### src/rtl/flit_link_tx.sv
// Credit-based link transmitter: packs flits, stages them in a small FIFO
// and writes them into a downstream buffer while credits remain.
module flit_link_tx #(
    parameter int BUF_DEPTH = 7,
    parameter int CRED_W    = 3,
    parameter int Q_DEPTH   = 2
) (
    input  logic              clk,
    input  logic              rst,
    input  logic [15:0]       src_data,
    input  logic [3:0]        src_addr,
    input  logic [2:0]        src_target,
    input  logic              src_valid,
    output logic              src_ready,
    output logic [22:0]       tx_data,
    output logic              tx_valid,
    input  logic              credit_return,
    output logic [CRED_W-1:0] credits,
    output logic              cred_err
);

    localparam int FW = 23;
    localparam int PW = (Q_DEPTH > 1) ? $clog2(Q_DEPTH) : 1;
    localparam int CW = $clog2(Q_DEPTH + 1);
    localparam logic [PW-1:0]     P_LAST = PW'(Q_DEPTH - 1);
    localparam logic [PW-1:0]     P_ONE  = PW'(1);
    localparam logic [CW-1:0]     C_FULL = CW'(Q_DEPTH);
    localparam logic [CW-1:0]     C_ONE  = CW'(1);
    localparam logic [CRED_W-1:0] K_MAX  = CRED_W'(BUF_DEPTH);
    localparam logic [CRED_W-1:0] K_ONE  = CRED_W'(1);

    logic [FW-1:0]     r_mem [Q_DEPTH];
    logic [PW-1:0]     r_wr;
    logic [PW-1:0]     r_rd;
    logic [CW-1:0]     r_cnt;
    logic [CRED_W-1:0] r_cred;
    logic              r_err;
    logic              r_tx_valid;
    logic [FW-1:0]     r_tx_data;

    logic [FW-1:0]     w_flit;
    logic              w_push;
    logic              w_send;
    logic              w_ovf;
    logic [CRED_W-1:0] w_cred_nxt;
    logic [CW-1:0]     w_cnt_nxt;

    assign w_flit    = {src_data, src_addr, src_target};
    assign src_ready = (r_cnt < C_FULL);
    assign w_push    = src_valid & src_ready;
    assign w_send    = (r_cnt != '0) & (r_cred != '0);
    assign w_ovf     = credit_return & (r_cred == K_MAX);

    assign tx_data  = r_tx_data;
    assign tx_valid = r_tx_valid;
    assign credits  = r_cred;
    assign cred_err = r_err;

    // Next credit value: a return into an empty downstream buffer saturates.
    always_comb begin
        w_cred_nxt = r_cred;
        if (w_ovf) begin
            w_cred_nxt = K_MAX;
        end else if (w_send & ~credit_return) begin
            w_cred_nxt = r_cred - K_ONE;
        end else if (credit_return & ~w_send) begin
            w_cred_nxt = r_cred + K_ONE;
        end
    end

    // Next queue occupancy; simultaneous push and pop leave it unchanged.
    always_comb begin
        w_cnt_nxt = r_cnt;
        unique case ({w_push, w_send})
            2'b10:   w_cnt_nxt = r_cnt + C_ONE;
            2'b01:   w_cnt_nxt = r_cnt - C_ONE;
            default: w_cnt_nxt = r_cnt;
        endcase
    end

    // Queue storage; contents are don't-care while the slot is empty.
    always_ff @(posedge clk) begin
        if (w_push) begin
            r_mem[r_wr] <= w_flit;
        end
    end

    // Queue pointers, occupancy, credits and the sticky error.
    always_ff @(posedge clk or negedge rst) begin
        if (!rst) begin
            r_wr   <= '0;
            r_rd   <= '0;
            r_cnt  <= '0;
            r_cred <= K_MAX;
            r_err  <= 1'b0;
        end else begin
            if (w_push) begin
                r_wr <= (r_wr == P_LAST) ? '0 : r_wr + P_ONE;
            end
            if (w_send) begin
                r_rd <= (r_rd == P_LAST) ? '0 : r_rd + P_ONE;
            end
            r_cnt  <= w_cnt_nxt;
            r_cred <= w_cred_nxt;
            if (w_ovf) begin
                r_err <= 1'b1;
            end
        end
    end

    // Downstream write port: head flit on a send, zeros otherwise.
    always_ff @(posedge clk or negedge rst) begin
        if (!rst) begin
            r_tx_valid <= 1'b0;
            r_tx_data  <= '0;
        end else if (w_send) begin
            r_tx_valid <= 1'b1;
            r_tx_data  <= r_mem[r_rd];
        end else begin
            r_tx_valid <= 1'b0;
            r_tx_data  <= '0;
        end
    end

endmodule
### config.mk
export PLATFORM = sky130hd
export DESIGN_NAME = flit_link_tx
export DESIGN_NICKNAME = d
export VERILOG_FILES = /design/src/rtl/flit_link_tx.sv
export SDC_FILE = /design/constraint.sdc
export NUM_CORES = 1
export LEC_CHECK = 0
export ABC_CLOCK_PERIOD_IN_PS = 4900
export BUFFER_PORTS_ARGS = -buffer_cell sky130_fd_sc_hd__buf_2
export CORE_MARGIN = 2
export CORE_UTILIZATION = 49
export CTS_CLUSTER_DIAMETER = 60
export DETAILED_ROUTE_END_ITERATION = 16
export PLACE_DENSITY = 0.68
export REMOVE_ABC_BUFFERS = 1
export SYNTH_ARGS = -nofsm -noshare
export SYNTH_HDL_FRONTEND = slang
export SYNTH_SLANG_ARGS = --single-unit
### constraint.sdc
create_clock -name clk -period 4.9 [get_ports clk]
set_input_delay 0.98 -clock clk [delete_from_list [all_inputs] [get_ports clk]]
set_output_delay 0.98 -clock clk [all_outputs]
set_load 0.01 [all_outputs]
==> run summary, run 1 <==
Max Cap Viol: 0
DP Wirelength: 2912 um
hold endpoint: cred_err
reg-to-reg slack, setup: 2140 ps
final wirelength: 4709 um
Multi-input gate area: 621.8 sq um
CP endpoint kind: flop
register area share after synthesis: 74.82%
Max VDD drop: 0.2542 mV
Die Y: 81.22 um
crit-path max cell delay: 730 ps
Pre-Repair DR Iteration Count: 6
period utilisation layout: 56.23%
Fin. Hold Viols: 0
fill count: 468
average wire per standard cell: 14.67 um
area delta synth->final: 16.66%
Ports: 56
Routed Antenna Nets: 0
maximum clock path buffer count: 2
CTS hold repair buffers: 0
pin slew with the least headroom to its limit: 1183 ps
Setup Fix Bufs, Post-CTS: 0
clk_skew: 10.57 ps
DR DRC count: 0
Lkg Pwr: 1.456 nW
synth unique cells: 33
hold path startpoint: cred_err
register bit total from synthesis: 78
vias in the first global route: 1479
most frequent cell after synthesis: edfxtp_1
number of antenna diodes: 0
via count: 1571
worst rel slew slack: 21.02%
Setup Total Neg Slack: 0 ps
drt initial violations: 78
DP Cell Count: 305
Vias/cell: 4.894
Num CTS Buffers: 9
minimum clock period: 2755 ps
Post-CTS Resized: 0
setup repair after global routing missed its margin: no
Initial Utilization: 49.94%
Reg clk slew, reported paths: 80 ps
Post-Synth Adder-Cell Area: 1.113%
nets: 270
# rows: 28
non-filler cells in the finished layout: 321
Hold Slack: 472.5 ps
xor-xnor portion of the synthesized cell area: 1.499%
hold depth: 1
Post-synth EDFFs: 46
Tot GR Track Use: 15.71%
top post-synthesis cells by area: edfxtp_1 47%, dfrtp_1 25%, mux2i_1 7.9%
Die Wd: 81.22 um
Worst Hold Class: reg -> reg
Compound-Gate Fraction of Synth Area: 3.897%
Fmax achieved: 362.9 MHz
first-pass GRT wire length: 7258 um
Port Buffer Count: 55
main combinational cell family by area after synthesis: multiplexers
worst path arrival time: 3030 ps
share of cells above drive strength 1: 31.30%
area leader, netlist: edfxtp_1
synth warn: 0
TritonCTS clock tree: built
worst flop-to-flop path endpoint: credits[1]
Pwr Density: 640.0 nW/um^2
Post-Syn Area: 2922 sq um
mux cell area share after synthesis: 7.880%
core area: 5851 sq um
# setup viols final: 0
H-tree levels: 3
DIE AREA: 6596 sq um
top cell type's share of synthesized area: 47.28%
simple logic cell fraction of the synthesized area: 6.809%
critical path class: reg -> reg
Worst EP required: 5170 ps
GRT overflow: 0
Post-synth top cells: 46 x edfxtp_1, 30 x nor2_1, 29 x dfrtp_1, 23 x mux2i_1
GPL Wtd Cong: 0.7826
Most used DFF post-synth: edfxtp_1
clock sink count: 78
later-pin clock latency in the skew report: 340 ps
CP Launch Type: flop
Syn Area/Cell: 15.79 sq um
sequential cell area: 2186 sq um
maximum fanout along the worst path: 26
Final Max Tran Viols: 0
FF-to-FF Start: r_cnt[0]
worst path cell trace: nor2_2 -> a21o_1 -> or2_1 -> fa_1 -> o31ai_1 -> a22oi_1 -> o21ai_0
Post-synth ARST share: 41.03%
cells on worst reg2reg path: 7
Post-Syn Instances: 185
slowest CP cell: a21o_1
clock root cell: clkbuf_8
status: completed
initial antenna violation count: 0
largest net degree at the start of global routing: 33
-- layout by cell type (no fill, tap or decap), drive strengths merged, types with 4 or more instances in the layout --
cell / count
dfrtp: 29
inv: 5
clkbuf: 11
nor2: 31
buf: 56
edfxtp: 46
nor3: 4
mux2i: 23
xnor2: 5
-- sequential cells by signal, indices dropped and copies added (netlist names) --
register  flops
r_cnt         2
r_wr          1
tx_data      23
cred_err      1
r_rd          1
r_mem        46
credits       3
tx_valid      1
-- metrics by stage --
stage               total power, mW  util (%)  setup WS (ps)  area (sq um)
finish                        2.181     58.25           2145          3408
global route                  2.321     58.25           1893          3408
CTS                           2.209     58.25           2127          3408
detailed placement            1.703     54.75           2150          3203
global placement              1.680     54.75           2254          3203
floorplan                     1.461         -           2430          2824
-- per-layer routing --
layer | wire length [um] | track usage (%) | part of all wire, % | vias up
li1 | - | - | - | 770
met1 | 2068 | 19.95 | 44 | 752
met2 | 2331 | 23.97 | 50 | 41
met3 | 229 | 5.444 | 4.9 | 8
met4 | 79 | 8.136 | 1.7 | 0
met5 | 0 | 0 | 0 | -
-- how the worst max path moves through the flow --
stage | slack (ps) | depth (start not counted) | start | end
2_1_floorplan | 2430 | 2 | src_valid | r_mem[0][0]
3_3_place_gp | 2250 | 7 | r_cnt[0] | credits[1]
3_5_place_dp | 2150 | 7 | r_cnt[0] | credits[1]
4_1_cts | 2130 | 7 | r_cnt[0] | credits[1]
5_1_grt | 1890 | 7 | r_cnt[0] | credits[1]
6_report | 2140 | 7 | r_cnt[0] | credits[1]
-- cell type report --
type,count,area share (%)
multi-input combinational,91,18.25
timing repair buffer,56,8.297
clock buffer,11,3.855
tap,75,2.753
sequential,78,64.13
inverter,5,0.5507
clock inverter,5,2.166
-- cells by family after synthesis --
family	Yosys count
xor+xnor	5
fa+ha+maj	2
simple gates	45
compound gates	16
flops	78
buf+inv	16
mux	23
-- where the power goes --
group | total (mW) | internal [mW] | switching (mW)
sequential | 1.02 | 0.916 | 0.106
combinational | 0.657 | 0.278 | 0.379
clock | 0.502 | 0.284 | 0.218
total | 2.18 | 1.48 | 0.704
-- worst max-delay path, delay by kind of cell, from the launching register on --
| family | cells | cell delay (ps) |
|---|---|---|
| DFF | 1 | 450 |
| AOI/OAI and AO/OA | 4 | 1170 |
| adders and majority gates | 1 | 470 |
| and+or+nand+nor | 2 | 600 |
No activity file was read; power rests on OpenSTA's default activity.
==> run 2, diff against run 1 <==
ABC_CLOCK_PERIOD_IN_PS = 2310   (was 4900)
PLACE_DENSITY = 0.71   (was 0.68)
clock period = 2.31 ns   (was 4.9 ns; I/O delays follow)
==> run summary, run 2 (synthesis gave the netlist of run 1 again) <==
Die Y: 81.22 um
maximum clock path buffer count: 2
Reg with most FFs: r_mem
reg-to-reg slack, setup: 210 ps
area delta synth->final: 19.44%
setup repair after global routing missed its margin: no
clk_skew: 5.860 ps
DR DRC count: 0
Ports: 56
vias in the first global route: 1491
clock sink count: 78
status: completed
slowest CP cell: fa_1
critical path class: reg -> reg
maximum fanout along the worst path: 4
initial antenna violation count: 0
# rows: 28
max reg flops: 46
DP Wirelength: 2974 um
average wire per standard cell: 13.83 um
GRT overflow: 0
DIE AREA: 6596 sq um
Die Wd: 81.22 um
Setup Fix Bufs, Post-CTS: 0
final wirelength: 4550 um
worst rel slew slack: 50.71%
Hold Slack: 190.8 ps
Fin. Hold Viols: 0
largest net degree at the start of global routing: 33
most frequent cells in the layout: 55 x buf_2, 46 x edfxtp_1, 29 x nor2_1, 29 x dfrtp_1, 23 x mux2i_1
Num CTS Buffers: 9
TritonCTS clock tree: built
worst path arrival time: 2340 ps
Final Max Tran Viols: 0
Worst Hold Class: in -> async
cell area after layout: 3490 sq um
stages on the worst setup path: 7
via count: 1607
drt initial violations: 83
share of cells above drive strength 1: 33.86%
FF-to-FF Start: credits[1]
Max Cap Viol: 0
clock root cell: clkbuf_8
first-pass GRT wire length: 7086 um
Worst EP required: 2550 ps
Post-DP Area: 3276 sq um
Fmax achieved: 477.2 MHz
Post-CTS Resized: 0
CP Launch Type: flop
Pre-Repair DR Iteration Count: 4
Pwr Density: 1350 nW/um^2
Tot GR Track Use: 15.34%
worst flop-to-flop path endpoint: credits[1]
Vias/cell: 4.884
commonest non-fill, non-tap cell in the layout: buf_2
Worst Setup Slack, final: 214.5 ps
later-pin clock latency in the skew report: 330 ps
final core utilization: 59.65%
CTS hold repair buffers: 0
crit path buf inv count: 0
crit-path max cell delay: 550 ps
minimum clock period: 2096 ps
Initial Utilization: 49.94%
Reg clk slew, reported paths: 70 ps
# setup viols final: 0
Lkg Pwr: 1.490 nW
cells on worst reg2reg path: 7
Port Buffer Count: 55
pre-CTS WS: 223.7 ps
nets: 278
Routed Antenna Nets: 0
most frequent CP cell: nor2_1
Worst path top cell family by delay: compound AO/OA/AOI/OAI gates
H-tree levels: 3
CP endpoint kind: flop
core area: 5851 sq um
GPL Wtd Cong: 0.8401
Max VDD drop: 0.6267 mV
number of antenna diodes: 0
worst path cell trace: nor2_1 -> a21o_1 -> or2_1 -> fa_1 -> nor2_1 -> a221oi_1 -> o21ai_0
period utilisation layout: 90.71%
pin slew with the least headroom to its limit: 739.4 ps
==> run 2: cell types whose count changed in the layout (fill, tap and decap cells not counted) <==
cell        delta
buf_12         +1
buf_4          +7
clkbuf_1       -1
clkinv_2       -2
clkinvlp_4     +3
==> run 2: worst max path at each step <==
stage,startpoint,end,slack (ps)
floorplan,credits[0],credits[1],-90
global placement,credits[0],credits[1],320
detailed placement,credits[1],credits[1],220
CTS,credits[1],credits[1],210
global route,credits[0],credits[1],80
finish,credits[1],credits[1],210
==> run 2: cell type report <==
| cell class | count | area (sq um) |
|---|---|---|
| fill | 472 | 2361 |
| inverter | 5 | 18.77 |
| multi-input combinational | 91 | 621.8 |
| clock inverter | 6 | 86.33 |
| tap | 75 | 93.84 |
| timing repair buffer | 64 | 355.3 |
| clock buffer | 10 | 127.6 |
| sequential | 78 | 2186 |
==> run 2: routing by layer <==
layer  vias to the layer above  GRT usage (%)  share of wire [%]
met3                         2          5.000                5.2
met4                         0          7.288               0.42
met5                         -              0                  0
met1                       775          19.83                 42
li1                        784              -                  -
met2                        46          23.55                 52
==> run 2: metrics by stage <==
stage | setup TNS, ps | power [mW] | cells
final | 0 | 4.711 | 329
after floorplan | -106.4 | 3.099 | 174
after global routing | 0 | 5.040 | 329
after CTS | 0 | 4.785 | 329
after global placement | 0 | 3.659 | 313
after detailed placement | 0 | 3.715 | 313
==> run 2: report_power, final <==
group / internal, mW / switching, mW / total [mW]
combinational: 0.678 / 0.920 / 1.60
sequential: 1.93 / 0.129 / 2.06
clock: 0.605 / 0.447 / 1.05
==> run 3, diff against run 2 <==
BUFFER_PORTS_ARGS = unset   (was -buffer_cell sky130_fd_sc_hd__buf_2)
DONT_BUFFER_PORTS = 1   (was unset)
MAX_ROUTING_LAYER = met4   (was unset)
PLACE_DENSITY = 0.62   (was 0.71)
==> run summary, run 3 (synthesis gave the netlist of run 1 again) <==
Worst EP required: 2560 ps
Pre-Repair DR Iteration Count: 4
DP Wirelength: 2934 um
Lkg Pwr: 1.275 nW
drt initial violations: 78
Setup Fix Bufs, Post-CTS: 0
critical path class: reg -> reg
max reg flops: 46
slowest CP cell: fa_1
status: completed
final wirelength: 4595 um
GRT overflow: 0
pin slew with the least headroom to its limit: 419.6 ps
core area: 5851 sq um
reg-to-reg slack, setup: 160 ps
final core utilization: 55.11%
Initial Utilization: 49.94%
clock sink count: 78
area delta synth->final: 10.36%
Worst Hold Class: in -> reg
Routed Antenna Nets: 0
clk_skew: 6.179 ps
Reg clk slew, reported paths: 80 ps
crit-path max cell delay: 580 ps
first-pass GRT wire length: 7348 um
minimum clock period: 2154 ps
maximum clock path buffer count: 2
via count: 1435
number of antenna diodes: 0
maximum fanout along the worst path: 4
most frequent cells in the layout: 46 x edfxtp_1, 29 x nor2_1, 29 x dfrtp_1
average wire per standard cell: 16.77 um
nets: 223
initial antenna violation count: 0
Max VDD drop: 0.7322 mV
cells on worst reg2reg path: 7
period utilisation layout: 93.27%
FF-to-FF Start: credits[0]
crit path to: credits[1]
non-filler cells in the finished layout: 274
Num CTS Buffers: 9
worst path arrival time: 2410 ps
DIE AREA: 6596 sq um
vias in the first global route: 1545
CP endpoint kind: flop
worst path cell trace: inv_1 -> a21o_1 -> or2_1 -> fa_1 -> nor2_1 -> a221oi_1 -> o21ai_0
later-pin clock latency in the skew report: 330 ps
Worst Setup SP: credits[0]
Pwr Density: 1406 nW/um^2
Fin. Hold Viols: 0
CP Launch Type: flop
Fmax achieved: 464.2 MHz
setup repair after global routing missed its margin: no
share of cells above drive strength 1: 14.57%
TritonCTS clock tree: built
# setup viols final: 0
commonest non-fill, non-tap cell in the layout: edfxtp_1
sequential cell area: 2186 sq um
worst rel slew slack: 72.03%
GPL Wtd Cong: 0.8209
Setup Total Neg Slack: 0 ps
Die Wd: 81.22 um
DR DRC count: 0
fill count: 464
Port Buffer Count: 0
DP Cell Count: 256
Multi-input gate area: 626.9 sq um
clock root cell: clkbuf_8
Final Max Tran Viols: 0
# rows: 28
largest net degree at the start of global routing: 33
Ports: 56
H-tree levels: 3
Max Cap Viol: 0
Reg with most FFs: r_mem
Tot GR Track Use: 16.28%
Die Y: 81.22 um
worst flop-to-flop path endpoint: credits[1]
Vias/cell: 5.237
==> run 3: changes by cell type in the layout (fill, tap and decap cells not counted) <==
cell and change:
buf_2 -55, buf_4 -1, clkbuf_1 +1, clkbuf_8 +1
clkinvlp_4 -2, dlygate4sd3_1 +1, nor2_2 -1, nor2_4 +1
==> run 3: critical path: cells and delay by family, from the launching register on <==
family / cells / cell delay, ps
simple gates: 2 / 290
fa+ha+maj: 1 / 580
flops: 1 / 530
buf+inv: 1 / 90
compound gates: 3 / 580
==> run 3: metal layers <==
metal	up-vias	part of all wire [%]	global-route usage [%]
met5	-	0	-
met4	0	2.1	9.831
met3	11	4.7	4.333
met2	38	54	26.78
met1	717	39	17.67
li1	669	-	-
==> run 3: layout make-up <==
cell class                 count  share of cell area, %
inverter                       5                 0.5821
clock buffer                  12                  4.501
multi-input combinational     91                  19.44
sequential                    78                  67.79
clock inverter                 4                  2.212
tap                           75                  2.910
timing repair buffer           9                  2.561
==> run 3: where the power goes <==
part | switching, mW | internal (mW)
logic | 0.746 | 0.487
registers | 0.270 | 1.94
clock network | 0.455 | 0.636
==> run 3: metrics by stage <==
stage | power (mW) | area, sq um | hold WS [ps] | setup WS [ps]
after floorplan | 3.099 | 2824 | 166.4 | -93.83
after global placement | 3.370 | 2973 | 167.1 | 326.1
after detailed placement | 3.469 | 2973 | 167.1 | 137.5
after CTS | 4.576 | 3219 | 194.7 | 104.3
after global routing | 4.821 | 3224 | 189.8 | 57.84
final | 4.533 | 3224 | 215.6 | 155.5
==> run 3: worst min-delay path by stage <==
stage	start	to	slack, ps	cells after the start
floorplan	rst	cred_err	170	0
global placement	rst	tx_data[1]	170	0
detailed placement	rst	tx_data[1]	170	0
CTS	src_data[10]	r_mem[0][17]	190	0
global route	src_addr[3]	r_mem[1][6]	190	0
finish	src_data[10]	r_mem[0][17]	220	0
==> run 3: repair_timing <==
action                                  4_1_cts  5_1_grt
hold buffers                                  2        0
resized for setup                             0        1
endpoints found under the setup margin        0        2
endpoints found under the hold margin        32        0
